### src/rtl/remote_cmd_pkg.sv
// Shared types and constants for the remote-link command sequencer.
package remote_cmd_pkg;

   typedef enum logic [1:0] {
      IDLE,
      SEND,
      WAIT_TX,
      WAIT_ACK
   } state_t;

   localparam logic [7:0] ACK_POS = 8'hA5;

endpackage

### src/rtl/cmd_fifo.sv
// Circular command queue with registered occupancy flags for the remote-link sequencer.
module cmd_fifo #(
   parameter int WIDTH = 16,
   parameter int DEPTH = 4
) (
   input  logic                     clk,
   input  logic                     rst,
   input  logic [WIDTH-1:0]         wdata,
   input  logic                     push,
   input  logic                     pop,
   output logic [WIDTH-1:0]         rdata,
   output logic                     full,
   output logic                     empty,
   output logic [$clog2(DEPTH):0]   count
);

   localparam int PW = $clog2(DEPTH);
   localparam logic [PW:0] FULL_CNT = (PW+1)'(DEPTH);

   logic [WIDTH-1:0] mem [DEPTH];
   logic [PW-1:0]    wr_ptr;
   logic [PW-1:0]    rd_ptr;
   logic [PW:0]      count_d;
   logic             wr_en;
   logic             rd_en;

   // A push against a full queue still lands when the head leaves on the same edge.
   assign rd_en = pop && !empty;
   assign wr_en = push && (!full || rd_en);
   assign rdata = mem[rd_ptr];

   always_comb begin
      count_d = count;
      if (wr_en && !rd_en)
         count_d = count + 1'b1;
      else if (rd_en && !wr_en)
         count_d = count - 1'b1;
   end

   always_ff @(posedge clk) begin
      if (wr_en)
         mem[wr_ptr] <= wdata;
   end

   always_ff @(posedge clk or posedge rst) begin
      if (rst) begin
         wr_ptr <= '0;
         rd_ptr <= '0;
         count  <= '0;
         full   <= 1'b0;
         empty  <= 1'b1;
      end else begin
         if (wr_en)
            wr_ptr <= wr_ptr + 1'b1;
         if (rd_en)
            rd_ptr <= rd_ptr + 1'b1;
         count <= count_d;
         full  <= (count_d == FULL_CNT);
         empty <= (count_d == '0);
      end
   end

endmodule

### src/rtl/remote_cmd_seq.sv
// Queued multi-byte command sender for the remote link: serialises MSB byte first,
// waits for the positive acknowledge and retransmits on timeout or wrong response.
module remote_cmd_seq
   import remote_cmd_pkg::*;
#(
   parameter int CMD_BYTES = 2,
   parameter int DEPTH     = 4,
   parameter int TIMEOUT   = 2000000,
   parameter int MAX_RETRY = 2
) (
   input  logic                     clk,
   input  logic                     rst,
   input  logic [8*CMD_BYTES-1:0]   cmd_in,
   input  logic                     push,
   output logic                     full,
   output logic                     empty,
   output logic [$clog2(DEPTH):0]   count,
   output logic [7:0]               tx_data,
   output logic                     trmt,
   input  logic                     tx_done,
   input  logic [7:0]               rx_data,
   input  logic                     rx_rdy,
   output logic [7:0]               resp,
   output logic                     busy,
   output logic                     cmd_done,
   output logic                     cmd_err
);

   localparam int CW = 8*CMD_BYTES;
   localparam int BW = (CMD_BYTES > 1) ? $clog2(CMD_BYTES) : 1;
   localparam int RW = (MAX_RETRY > 0) ? $clog2(MAX_RETRY+1) : 1;
   localparam int TW = (TIMEOUT > 1) ? $clog2(TIMEOUT) : 1;
   localparam logic [BW-1:0] LAST_BYTE = BW'(CMD_BYTES-1);
   localparam logic [RW-1:0] RETRY_LIM = RW'(MAX_RETRY);
   localparam logic [TW-1:0] TIME_LIM  = TW'(TIMEOUT-1);

   state_t          state_q, state_d;
   logic [CW-1:0]   cmd_q, cmd_d;
   logic [BW-1:0]   byte_idx_q, byte_idx_d;
   logic [RW-1:0]   retry_q, retry_d;
   logic [TW-1:0]   timer_q, timer_d;
   logic [7:0]      tx_data_d;
   logic            trmt_d;
   logic            done_d;
   logic            err_d;
   logic            pop;
   logic [CW-1:0]   head;

   cmd_fifo #(
      .WIDTH (CW),
      .DEPTH (DEPTH)
   ) u_fifo (
      .clk   (clk),
      .rst   (rst),
      .wdata (cmd_in),
      .push  (push),
      .pop   (pop),
      .rdata (head),
      .full  (full),
      .empty (empty),
      .count (count)
   );

   assign busy = (state_q != IDLE);

   always_comb begin
      state_d    = state_q;
      cmd_d      = cmd_q;
      byte_idx_d = byte_idx_q;
      retry_d    = retry_q;
      timer_d    = timer_q;
      tx_data_d  = tx_data;
      trmt_d     = 1'b0;
      done_d     = 1'b0;
      err_d      = 1'b0;
      pop        = 1'b0;
      case (state_q)
         IDLE: begin
            if (!empty) begin
               pop        = 1'b1;
               cmd_d      = head;
               byte_idx_d = '0;
               retry_d    = '0;
               state_d    = SEND;
            end
         end
         SEND: begin
            tx_data_d = 8'(cmd_q >> (8*(CMD_BYTES-1-int'(byte_idx_q))));
            trmt_d    = 1'b1;
            state_d   = WAIT_TX;
         end
         WAIT_TX: begin
            if (tx_done) begin
               if (byte_idx_q == LAST_BYTE) begin
                  timer_d = '0;
                  state_d = WAIT_ACK;
               end else begin
                  byte_idx_d = byte_idx_q + 1'b1;
                  state_d    = SEND;
               end
            end
         end
         WAIT_ACK: begin
            if (timer_q != '1)
               timer_d = timer_q + 1'b1;
            // A response arriving on the expiry cycle wins over the timeout.
            if (rx_rdy && (rx_data == ACK_POS)) begin
               done_d  = 1'b1;
               state_d = IDLE;
            end else if (rx_rdy || (timer_q == TIME_LIM)) begin
               if (retry_q < RETRY_LIM) begin
                  retry_d    = retry_q + 1'b1;
                  byte_idx_d = '0;
                  state_d    = SEND;
               end else begin
                  err_d   = 1'b1;
                  state_d = IDLE;
               end
            end
         end
         default: state_d = IDLE;
      endcase
   end

   always_ff @(posedge clk or posedge rst) begin
      if (rst) begin
         state_q    <= IDLE;
         cmd_q      <= '0;
         byte_idx_q <= '0;
         retry_q    <= '0;
         timer_q    <= '0;
         tx_data    <= '0;
         trmt       <= 1'b0;
         cmd_done   <= 1'b0;
         cmd_err    <= 1'b0;
         resp       <= '0;
      end else begin
         state_q    <= state_d;
         cmd_q      <= cmd_d;
         byte_idx_q <= byte_idx_d;
         retry_q    <= retry_d;
         timer_q    <= timer_d;
         tx_data    <= tx_data_d;
         trmt       <= trmt_d;
         cmd_done   <= done_d;
         cmd_err    <= err_d;
         if (rx_rdy)
            resp <= rx_data;
      end
   end

endmodule
### config.mk
export PLATFORM = sky130hd
export DESIGN_NAME = remote_cmd_seq
export DESIGN_NICKNAME = d
export VERILOG_FILES = /design/src/rtl/remote_cmd_pkg.sv /design/src/rtl/cmd_fifo.sv /design/src/rtl/remote_cmd_seq.sv
export SDC_FILE = /design/constraint.sdc
export NUM_CORES = 1
export LEC_CHECK = 0
export BUFFER_PORTS_ARGS = -buffer_cell sky130_fd_sc_hd__buf_2
export CELL_PAD_IN_SITES_DETAIL_PLACEMENT = 0
export CELL_PAD_IN_SITES_GLOBAL_PLACEMENT = 1
export CORE_MARGIN = 2
export CORE_UTILIZATION = 44
export DETAILED_ROUTE_END_ITERATION = 10
export GPL_TIMING_DRIVEN = 0
export PLACE_DENSITY_LB_ADDON = 0.1
export SYNTH_ARGS = -nofsm -noshare
export SYNTH_HDL_FRONTEND = slang
export SYNTH_SLANG_ARGS = --single-unit
export TNS_END_PERCENT = 10
### constraint.sdc
create_clock -name clk -period 2.3 [get_ports clk]
set_input_delay 0.46 -clock clk [delete_from_list [all_inputs] [get_ports clk]]
set_output_delay 0.46 -clock clk [all_outputs]
set_load 0.05 [all_outputs]
== Word-level counts from Yosys, hierarchy flattened ==
Memories as Yosys holds them, arrays and structs flattened. A register that Yosys moved wholly into a read port is not among the register bits.
Cells that the tools add are included.
Storage, ports and cells
  register bits: 54
  latch bits: 0
  bits in writable memories: 64
  memory bits (read-only): 0
  input bits: 29
  output and inout port bits: 25
  logic and storage cells: 99
  memories: 1
Operators by class
  add/subtract/negate cells: 8
  multiply operators: 0
  divide/modulo/power cells: 0
  order comparisons: 1
  equality and inequality tests: 15
  shift-type cells: 1
  multiplexer cells: 36
  bitwise gates (word level): 1
  reductions and logical operators: 22
Memory list
  u_fifo.mem: depth 4, bits a word 16, read ports 1, clocked after Yosys merged registers in 1, wr ports 1, line cmd_fifo.sv:20  | logic [WIDTH-1:0] mem [DEPTH];
Operators with widths (count)
  21-bit 2-to-1 mux: 3
  21-bit one-hot mux with 2 select lines: 1
  16-bit by 32-bit >> shifter with 8-bit output: 1
  21-bit by 1-bit adder with 21-bit output (second input constant): 1
  21-bit equality test (second input constant): 1
  21-bit inequality test (second input constant): 1
  1-bit 2-to-1 mux: 18
  2-bit 2-to-1 mux: 9
  2-bit inequality test (second input constant): 7
  8-bit equality test (second input constant): 1
  2-bit one-hot mux with 4 select lines: 1
  2-bit by 1-bit adder with 2-bit output (second input constant): 3
  3-bit 2-to-1 mux: 2
  6-bit AND reduction: 1
  2-bit nonzero test: 3
  1-bit logical AND: 5
  5-bit AND reduction: 1
  2-bit equality test (second input constant): 2
  1-bit logical NOT: 4
  2-bit one-hot mux with 2 select lines: 1
  4-bit AND reduction: 1
  3-bit by 1-bit adder with 3-bit output (second input constant): 1
  3-bit equality test (second input constant): 1
  3-bit logical NOT: 1
  13 further kinds: 14

== Depth between registers and ports, before layout ==
  word-level depth: 10
  mapped depth: 7
  mapped depth without buffers: 6

== Cells and area by module ==
From an unflattened synthesis, not the netlist that was laid out.
Unflattened totals
  cells, all modules: 387
  area, all modules: 5672.9 um^2
By module, submodules not included
  remote_cmd_seq: instances 1, cells each 257, area an instance 2839.0 um^2, seq. area each 1526.5 um^2
  cmd_fifo: instances 1, cells each 130, area an instance 2834.0 um^2, seq. area each 2148.3 um^2

== Least setup slack after synthesis ==
Ideal clock, no wire load.
  path type: register to register
  start point: register u_fifo.count[0]
  end point: register u_fifo.empty
  library setup time: 0.067 ns
  arrival: 2.074 ns
  data required time: 2.233 ns
  setup slack: 0.158 ns
  stages on the path, launching flop included: 7
  path through: dfrtp_1 inv_1 ha_1 or3_1 or2_2 a31o_2 nor2_1
Between the ends
  longest elaborated chain between the ends: 4
  elaborated cells between the ends (all ways): 5
  classes of those cells: 2 x add/sub; 2 x mux; 1 x reduce/logical
RTL lines
  start: declaration: line cmd_fifo.sv:14  | output logic [$clog2(DEPTH):0] count
  start signal: assignment: line cmd_fifo.sv:57  | count <= count_d;
  3-bit by 1-bit subtractor with 3-bit output: line cmd_fifo.sv:37  | count_d = count - 1'b1;
  3-bit 2-to-1 mux: line cmd_fifo.sv:36  | else if (rd_en && !wr_en)
  3-bit 2-to-1 mux (*): line cmd_fifo.sv:34  | if (wr_en && !rd_en)
  3-bit logical NOT (*): line cmd_fifo.sv:59  | empty <= (count_d == '0);
  end signal: assignment: line cmd_fifo.sv:59
  end: declaration: line cmd_fifo.sv:13  | output logic empty,
Mark *: on every way between the ends. The rest lies on a longest branch, timed or not.
A chain may end at the register's enable or synchronous reset.

== Final worst setup path ==
  start point: register state_q[0]
  end point: memory u_fifo.mem[3][6] (enable)
Between the ends
  longest elaborated chain between the ends: 7
RTL lines
  start: declaration: line remote_cmd_seq.sv:37  | state_t state_q, state_d;
  start signal: assignment: line remote_cmd_seq.sv:138  | state_q <= state_d;
  2-bit logical NOT: line remote_cmd_seq.sv:77  | case (state_q)
  1-bit 2-to-1 mux: line remote_cmd_seq.sv:77
  1-bit logical AND: line cmd_fifo.sv:28  | assign rd_en = pop && !empty;
  1-bit logical OR: line cmd_fifo.sv:29  | assign wr_en = push && (!full || rd_en);
  1-bit logical AND: line cmd_fifo.sv:29
  1-bit 2-to-1 mux: line cmd_fifo.sv:41  | if (wr_en)
  1-bit 2-to-1 mux (not written as such): line cmd_fifo.sv:42  | mem[wr_ptr] <= wdata;
  end: declaration: line cmd_fifo.sv:20
No other way between the ends.

==> impl_metrics.csv <==
group,metric,value,unit
cts,worstSkewPairLatency,0.42,ns
placement,gp_congestion,0.8093,
sta,maxSlewHeadroom,43.70,%
pwr,max-vdd-ir-drop,0.9508,mV
pwr,p_int,5.537,mW
cts,cts_tree,"built",
setup_path,worstPathArrival,2.31,ns
sta,rsz0062_at_grt,"yes",
floorplanning,chipWidth,117.8,um
floorplanning,core,12620,sq um
sta,finalSetupViolCount,0,
cells_and_area,layoutNonFillerInstCount,697,
setup_path,cp-startpoint,"state_q[0]$_DFFE_PP0P_",
setup_path,worstSetupEndpointType,"register",
pwr,powerDensity,1302,nW/um^2
synth,yosys.area.top_type_share,33.71,%
floorplanning,dieHeight,117.8,um
placement,port_buffers,53,
route,wl_per_cell,16.00,um
cts,clk_path_buf_depth,2,
placement,dp.final_hpwl,7.507,mm
hold_path,min_path_type,"input port to asynchronous set/reset pin",
synth,yosysWarnings,0,
grt,grt_max_degree,71,
sta,final-max-slew-violation-count,0,
route,dr.pass1.iters,4,
synth,netlist_instances,440,
placement,placed_cells,665,
grt,grt_use_total,17.53,%
grt,grt_overflow,0,
pwr,swShare,36.75,%
setup_path,required,2.36,ns
pwr,p_leak,2.764,nW
floorplanning,die_area,13880,sq um
synth,syn-num-nets,476,
cts,cts_buffers,17,
pwr,clockPowerShare,27.6,%
synth,avgSynthCellArea,12.96,sq um
synth,netlist_area,5700,sq um
sta,period_minus_slack,2.243,ns
floorplanning,start_util,45.17,%
synth,synth_top_flop_cell,"dfrtp_1",
synth,synth-seq-area-share,64.46,%
setup_path,reg2reg_from,"state_q[0]$_DFFE_PP0P_",
setup_path,worstSetupPathType,"register to register",
run_status,status,"finished clean",
cts,htreeDepth,4,
floorplanning,io_pins,54,
cells_and_area,nNetsFinal,548,
cts,cts_hold_buf,0,
synth,synth_edf_count,64,
route,drt_iter0_markers,173,
route,num_vias,3593,
pwr,share_comb_of_total_power,32.6,%
grt,grt_pass1_wl,18.46,mm
sta,timing.final.ws_setup,0.05681,ns
pwr,p_sw,3.217,mW
cts,cts_sinks,134,
cells_and_area,post-route-util,53.28,%
sta,skew,0.007378,ns
sta,clock.fmax,445.8,MHz
route,drc,0,
sta,hold_slack,0.2258,ns
synth,synth.top_cells.by_count,"nand2_1 (78), dfrtp_1 (69), edfxtp_1 (64)",
run,drv_cap,0,
synth,synth_top_area_cell,"edfxtp_1",
cells_and_area,antennaDiodeCount,0,
sta,tightest_slew,0.8445,ns
sta,hold_viol,0,
placement,dpl_worst_slack,-0.2820,ns
synth,synth_seq_cells,134,
synth,synth_area_leaders,"edfxtp_1 (34%), dfrtp_1 (30%), mux4_2 (6.3%)",
cells_and_area,fill_cells,1139,
route,wl,11.15,mm
sta,period_share,97.53,%
cells_and_area,syn2layout_area_growth,17.95,%
cts,cts_root_buffer,"clkbuf_16",
grt,antenna_found_initial,0,
pwr,seqPwrFrac,39.8,%
setup_path,critPathMaxFanout,16,
synth,postSynth.asyncResetShare,52.24,%
route,viasPerCell,5.155,
floorplanning,fp-row-count,41,
cts,clk_pin_slew,0.06,ns
cells_and_area,layout-drive-gt1-share,24.95,%
setup_path,crit_path_start_kind,"register",
synth,synth_most_common_cell,"nand2_1",
grt,grt_pass1_vias,3680,
synth,synth.distinct_cells,50,
route,ant_nets,0,
==> path summary, 6_finish.rpt <==
path                                                to  slack, ns  cells after the start
max                         u_fifo.mem[3][6]$_DFFE_PP_       0.06                      4
min                                resp[7]$_DFFE_PP0P_       0.23                      2
max reg2reg                 u_fifo.mem[3][6]$_DFFE_PP_       0.06                      4
min reg2reg                       cmd_q[9]$_DFFE_PP0P_       0.48                      2
max in group asynchronous       tx_data[7]$_DFFE_PP0P_       1.53                      2
min in group clk           u_fifo.mem[1][12]$_DFFE_PP_       0.25                      1
==> flip-flops by register name, summed over array words and instances (netlist names), 2 cells and up <==
name           flops
u_fifo.mem        64
timer_q           21
cmd_q             16
resp               8
tx_data            8
u_fifo.count       3
retry_q            2
state_q            2
u_fifo.rd_ptr      2
u_fifo.wr_ptr      2
==> timing repair <==
action | 4_1_cts | 5_1_grt
setup endpoints to repair | 64 | 67
resized for setup | 4 | 1
gates cloned | 0 | 0
buffers inserted | 0 | 0
pin swaps | 0 | 0
==> cell families (layout without fill, tap and decap cells) <==
kind of cell | count (synthesis) | count (layout) | synth area share [%]
AND/OR/NAND/NOR | 150 | 150 | 12.64
multiplexers | 31 | 31 | 9.109
adder cells (fa/ha/maj) | 7 | 7 | 1.536
buffers and inverters | 32 | 117 | 2.217
XOR/XNOR | 7 | 7 | 1.076
flip-flops | 134 | 134 | 64.46
AO/OA/AOI/OAI | 79 | 79 | 8.955
==> power groups by stage <==
| stage | clock (mW) | sequential [mW] | combinational, mW |
|---|---|---|---|
| 6_report | 2.42 | 3.48 | 2.86 |
| 5_1_grt | 2.56 | 3.55 | 3.18 |
| 4_1_cts | 2.48 | 3.49 | 2.91 |
| 3_5_place_dp | 0 | 3.53 | 2.89 |
| 3_3_place_gp | 0 | 3.51 | 2.86 |
| 2_1_floorplan | 0 | 3.84 | 1.79 |
==> worst max-delay path: stages, from the launching register on <==
cell      delay, ns
dfrtp_1        0.39
or3_1          0.36
clkbuf_1       0.19
a21boi_1       0.42
and2_2         0.52
==> cell usage in the layout (no fill, tap or decap), types with 3 or more instances in the layout <==
cell type and instances:
ha_1 7, a31oi_1 12, edfxtp_1 64, nor2_1 20
nor4_1 3, mux4_2 16, nand4_1 6, and3_1 3
mux2i_1 8, inv_1 10, clkbuf_1 15, buf_2 58
dfrtp_1 69, a21oi_1 11, clkbuf_16 17, xnor2_1 7
o21ai_0 31, mux2_2 7, nand2_1 78, nand2b_1 4
and2_2 4, clkinv_2 4, nor3_1 5, o31ai_1 7
nand3_1 7, a211oi_1 3, clkinv_4 6, or3_1 3
==> per-stage QoR <==
stage          power [mW]  instance area, sq um  TNS, ns
2_1_floorplan       5.627                  5700        0
3_3_place_gp        6.374                  6181   -71.53
3_5_place_dp        6.423                  6183   -16.73
4_1_cts             8.872                  6723  -0.1108
5_1_grt             9.299                  6724   -8.794
6_report            8.754                  6724        0
==> per-layer routing <==
| layer | GRT usage [%] | wire length [um] | up-vias |
|---|---|---|---|
| met4 | 8.810 | 272 | 0 |
| met1 | 21.61 | 4990 | 1734 |
| met5 | 0 | 0 | - |
| met2 | 28.71 | 5512 | 70 |
| li1 | - | - | 1771 |
| met3 | 4.506 | 377 | 18 |
==> final cells by class <==
class	count	area, sq um	area share [%]
buffer	21	86.33	1.284
clock buffer	18	429.2	6.383
clock inverter	14	105.1	1.563
inverter	11	43.79	0.6513
multi-input combinational	274	1904	28.32
sequential	134	3675	54.65
tap	172	215.2	3.201
timing repair buffer	53	265.3	3.945
Power figures use the tool's default switching activity.
